File: src/rtl/gate_stim_gen.sv
// Stimulus pattern generator (counter / walking-one / LFSR / checkerboard) feeding a gate stage.
// Optional response signature register enabled by defining GATE_STIM_MISR_EN.
module gate_stim_gen #(
    parameter logic [7:0] LFSR_SEED = 8'hA5
) (
    input  logic       i_clk,
    input  logic       i_rst,
    input  logic       i_start,
    input  logic [1:0] i_mode,
    input  logic [7:0] i_len,
    input  logic       i_hold,
`ifdef GATE_STIM_MISR_EN
    input  logic [7:0] i_RESP,
    output logic [7:0] o_SIG,
`endif
    output logic [7:0] o_DATA,
    output logic       o_valid,
    output logic       o_busy,
    output logic       o_done
);

    localparam logic [7:0] SEED_EFF = (LFSR_SEED == 8'h00) ? 8'h01 : LFSR_SEED;

    typedef enum logic [1:0] {IDLE, RUN, DONE} state_t;

    state_t     state;
    logic [1:0] mode_q;
    logic [7:0] remaining;

    function automatic logic [7:0] lfsr_step(input logic [7:0] cur);
        return {cur[6:0], cur[7] ^ cur[5] ^ cur[4] ^ cur[3]};
    endfunction

    function automatic logic [7:0] first_vec(input logic [1:0] mode);
        case (mode)
            2'd0:    return 8'h00;
            2'd1:    return 8'h01;
            2'd2:    return SEED_EFF;
            default: return 8'hAA;
        endcase
    endfunction

    // The last emitted vector doubles as the pattern state, so a hold freezes both at once.
    function automatic logic [7:0] next_vec(input logic [1:0] mode, input logic [7:0] cur);
        case (mode)
            2'd0:    return cur + 8'd1;
            2'd1:    return {cur[6:0], cur[7]};
            2'd2:    return lfsr_step(cur);
            default: return ~cur;
        endcase
    endfunction

    always_ff @(posedge i_clk) begin
        if (i_rst) begin
            state     <= IDLE;
            mode_q    <= 2'd0;
            remaining <= 8'd0;
            o_DATA    <= 8'h00;
            o_valid   <= 1'b0;
            o_busy    <= 1'b0;
            o_done    <= 1'b0;
        end else begin
            case (state)
                IDLE: begin
                    o_done  <= 1'b0;
                    o_valid <= 1'b0;
                    if (i_start) begin
                        // A length of 0 wraps to 255 remaining, giving 256 vectors in total.
                        state     <= RUN;
                        mode_q    <= i_mode;
                        remaining <= i_len - 8'd1;
                        o_DATA    <= first_vec(i_mode);
                        o_valid   <= 1'b1;
                        o_busy    <= 1'b1;
                    end
                end
                RUN: begin
                    if (remaining == 8'd0) begin
                        state   <= DONE;
                        o_valid <= 1'b0;
                        o_busy  <= 1'b0;
                        o_done  <= 1'b1;
                    end else if (i_hold) begin
                        o_valid <= 1'b0;
                    end else begin
                        o_DATA    <= next_vec(mode_q, o_DATA);
                        o_valid   <= 1'b1;
                        remaining <= remaining - 8'd1;
                    end
                end
                DONE: begin
                    state  <= IDLE;
                    o_done <= 1'b0;
                end
                default: begin
                    state   <= IDLE;
                    o_valid <= 1'b0;
                    o_busy  <= 1'b0;
                    o_done  <= 1'b0;
                end
            endcase
        end
    end

`ifdef GATE_STIM_MISR_EN
    // Signature absorbs the gate response for every valid vector; o_valid is low from DONE on.
    always_ff @(posedge i_clk) begin
        if (i_rst) begin
            o_SIG <= 8'h00;
        end else if (state == IDLE && i_start) begin
            o_SIG <= 8'h00;
        end else if (o_valid) begin
            o_SIG <= lfsr_step(o_SIG) ^ i_RESP;
        end
    end
`endif

endmodule

File: config.mk
export PLATFORM = sky130hd
export DESIGN_NAME = gate_stim_gen
export DESIGN_NICKNAME = d
export VERILOG_FILES = /design/src/rtl/gate_stim_gen.sv
export SDC_FILE = /design/constraint.sdc
export NUM_CORES = 1
export LEC_CHECK = 0
export ABC_AREA = 1
export BUFFER_PORTS_ARGS = -buffer_cell sky130_fd_sc_hd__buf_2
export CAP_MARGIN = 30
export CELL_PAD_IN_SITES_DETAIL_PLACEMENT = 1
export CELL_PAD_IN_SITES_GLOBAL_PLACEMENT = 1
export CORE_MARGIN = 2
export CORE_UTILIZATION = 36
export CTS_BUF_LIST = sky130_fd_sc_hd__clkbuf_8
export CTS_CLUSTER_DIAMETER = 150
export DETAILED_ROUTE_END_ITERATION = 12
export PLACE_DENSITY_LB_ADDON = 0.1
export SYNTH_ARGS = -nofsm -noshare
export SYNTH_HDL_FRONTEND = slang
export SYNTH_SLANG_ARGS = --single-unit
File: constraint.sdc
create_clock -name i_clk -period 1.5 [get_ports i_clk]
set_input_delay 0.225 -clock i_clk [delete_from_list [all_inputs] [get_ports i_clk]]
set_output_delay 0.225 -clock i_clk [all_outputs]
set_load 0.005 [all_outputs]
==> summary.md <==
| Metric | Value |
|---|---|
| Final Critical Period | about 1.5 ns |
| Worst-Margin Slew | ~0.32 ns |
| Fill count | between 600 and 700 |
| H-tree Lvls | 1 |
| Setup Crit Path Kind | reg2reg |
| Synthesized cell area | between 1500 and 2000 sq um |
| Initial antenna violation count | 0 |
| Fin crit share | 0.987 |
| CP Launch Type | flip-flop |
| Area Growth Syn to Fin | 31.0% |
| Critical Path RT | approximately 1.7 ns |
| Setup violations, final | 0 |
| # IOs | 25 |
| Skew final | 0.00208 ns |
| Total core area | 4440 sq um |
| RSZ-0062 raised after global routing | yes |
| Via count | about 1,900 |
| Die X | 72.4 microns |
| Worst path arrival time | 1.63 ns |
| Final Max Tran Viols | 0 |
| Min-Delay Path Class | in2reg |
| Share of layout cells above drive strength 1 | 0.299 |
| Final ANT Viol Nets | 0 |
| Hpwl dp | around 4300 microns |
| Post-Route WL | about 5500 microns |
| Synth Area per Inst | approximately 6 sq um |
| First-pass GRT wire length | roughly 9000 microns |
| CP Capture Type | flip-flop |
| DRC | 0 |
| Worst Hold Slack | roughly 0.20 ns |
| # port buffers | 24 |
| Clk root buf | clkbuf_8 |
| TritonCTS Buffers | 3 |
| MaxCap Viol Count | 0 |
| Initial Util | 0.379 |
| Worst-skew pair later-pin latency | ~0.27 ns |
| Largest net degree at the start of global routing | 17 |
| Vias in the first global route | about 1,900 |
| Critical path peak fanout | 5 |
| Syn_nets | about 300 |
| VDD IR max | between 0.0005 and 0.0006 V |
| CTS Buffer Depth | 2 |
| Sequential share of the synthesized area | 0.273 |
| TritonCTS clock tree | done |
| Routability cong. | around 0.82 |
| Die Ht | 72.4 microns |
| Place WS | -0.0727 ns |
| Final Worst Setup Slack | about 0.02 ns |
| Synthesized instance count | ~280 |
| Final hold violations | 0 |
| Starting DRT DRC Count | 106 |
| R2R depth | 9 |
| Grt total ovfl | 0 |
| DRT Pass-1 Iters | 4 |
| FF/Latch Area | approximately 470 sq um |
| Rows | 24 |
| Library cells used by synthesis | 30 |
| Synthesis Warnings | 0 |
| Reg clk slew, reported paths | 0.09 ns |
| Number of synthesized register bits | 23 |
| Total Die Area | 5240 sq um |
| Status | finished clean |
| Total GRT Usage | 0.215 |
| Slew HR | 0.785 |
| Final #Nets | 350 |
| Multi-input logic area | between 1000 and 1500 sq um |
| Leakage power | 0.00118 uW |
| Pwr/cell area | approximately 1100 nW/um^2 |
| Max frequency | approximately 680 MHz |
| WL/cell | about 14 microns |
| Hold depth | 2 |
| Diodes inserted | 0 |
| Sink Count | 23 |
| Via/cell ratio | roughly 5.0 |
-- cells in the mapped netlist --
cell type / instances / area [sq um]
xnor2_1: 1 / 8.76
buf_6: 1 / 11.3
nand4_1: 1 / 6.26
nand3b_4: 1 / 20.0
nor2_1: 38 / 143
nand2_8: 1 / 20.0
nand2_2: 7 / 43.8
or2_1: 1 / 6.26
a22oi_1: 2 / 15.0
nand3_1: 24 / 120
inv_4: 1 / 6.26
dfxtp_1: 23 / 460
o21ai_1: 7 / 35.0
nor2_2: 7 / 43.8
buf_4: 3 / 22.5
buf_8: 1 / 15.0
clkbuf_1: 1 / 3.75
or2_2: 2 / 12.5
o211ai_1: 2 / 15.0
a21oi_1: 18 / 90.1
o21ai_2: 1 / 8.76
nand2_1: 79 / 297
a31oi_1: 1 / 6.26
o21ai_0: 11 / 55.1
inv_1: 39 / 146
nand3b_1: 1 / 7.51
nor3_1: 1 / 5.00
o21bai_1: 1 / 7.51
inv_2: 1 / 3.75
ha_1: 4 / 50.1
-- layer usage --
metal	wire, microns	vias up	global-route usage
li1	-	981	-
met1	2900	902	0.328
met2	2450	23	0.327
met3	97	5	0.0264
met4	46	0	0.0370
met5	0	-	0
-- cell usage in the layout (no fill, tap or decap), drive strengths merged --
master / n
a21oi: 18
a22oi: 2
a31oi: 1
buf: 52
clkbuf: 3
dfxtp: 23
ha: 4
inv: 42
nand2: 87
nand3: 24
nand3b: 2
nand4: 1
nor2: 45
nor3: 1
o211ai: 2
o21ai: 19
o21bai: 1
or2: 3
xnor2: 1
-- timing repair --
| item | 4_1_cts | 5_1_grt |
|---|---|---|
| endpoints found under the hold margin | 0 | 0 |
| setup buffers | 0 | 4 |
| pin swaps | 0 | 10 |
| endpoints found under the setup margin | 6 | 15 |
| resized for setup | 6 | 30 |
| hold buffers | 0 | 0 |
-- stage by stage --
stage / instance area [sq um] / total power (uW) / util / TNS [ns] / cells
4_1_cts: 2080 / 2220 / 0.468 / 0 / 379
6_report: 2210 / 2330 / 0.497 / 0 / 383
5_1_grt: 2210 / 2530 / 0.497 / -0.132 / 383
2_1_floorplan: 1690 / 1430 / - / 0 / 281
3_3_place_gp: 2020 / 1780 / 0.455 / 0 / 375
3_5_place_dp: 2020 / 1800 / 0.455 / -0.101 / 375
-- worst paths after layout --
kind | start | endpoint | slack (ns)
setup / recovery | state[0] | remaining[2] | 0.02
hold / removal | i_rst | o_valid | 0.20
setup reg to reg | state[0] | remaining[2] | 0.02
hold reg to reg | remaining[1] | remaining[1] | 0.49
-- layout make-up --
type	instances	share of cell area
Clock buffer	3	0.0187
Timing Repair Buffer	52	0.166
Clock inverter	1	0.00170
Inverter	41	0.0720
Multi-Input combinational cell	211	0.498
Sequential cell	23	0.214
Tap cell	52	0.0295
-- sequential cells by signal, indices dropped and copies added (netlist names) --
signal / flops
state: 2
o_done: 1
o_valid: 1
mode_q: 2
o_DATA: 8
remaining: 8
o_busy: 1
-- where the power goes --
| group | internal, uW | switching (uW) | total, uW |
|---|---|---|---|
| Sequential | 709 | 90.7 | 800 |
| Clock | 183 | 218 | 401 |
| Combinational | 470 | 657 | 1130 |
-- critical path, stage by stage (launching register included) --
cell and delay (ns):
dfxtp_2 0.36, inv_2 0.06, nor2_4 0.15, nand2_1 0.09, o21ai_2 0.08, inv_2 0.07
ha_4 0.18, xnor2_2 0.13, o21ai_1 0.17, a21oi_1 0.07
-- logic make-up after synthesis --
group / after synthesis / share of synthesized area
xor+xnor: 1 / 0.00520
compound gates: 43 / 0.138
simple gates: 163 / 0.430
flops: 23 / 0.273
buf+inv: 47 / 0.124
fa+ha+maj: 4 / 0.0297
No activity file was read; power rests on OpenSTA's default activity.
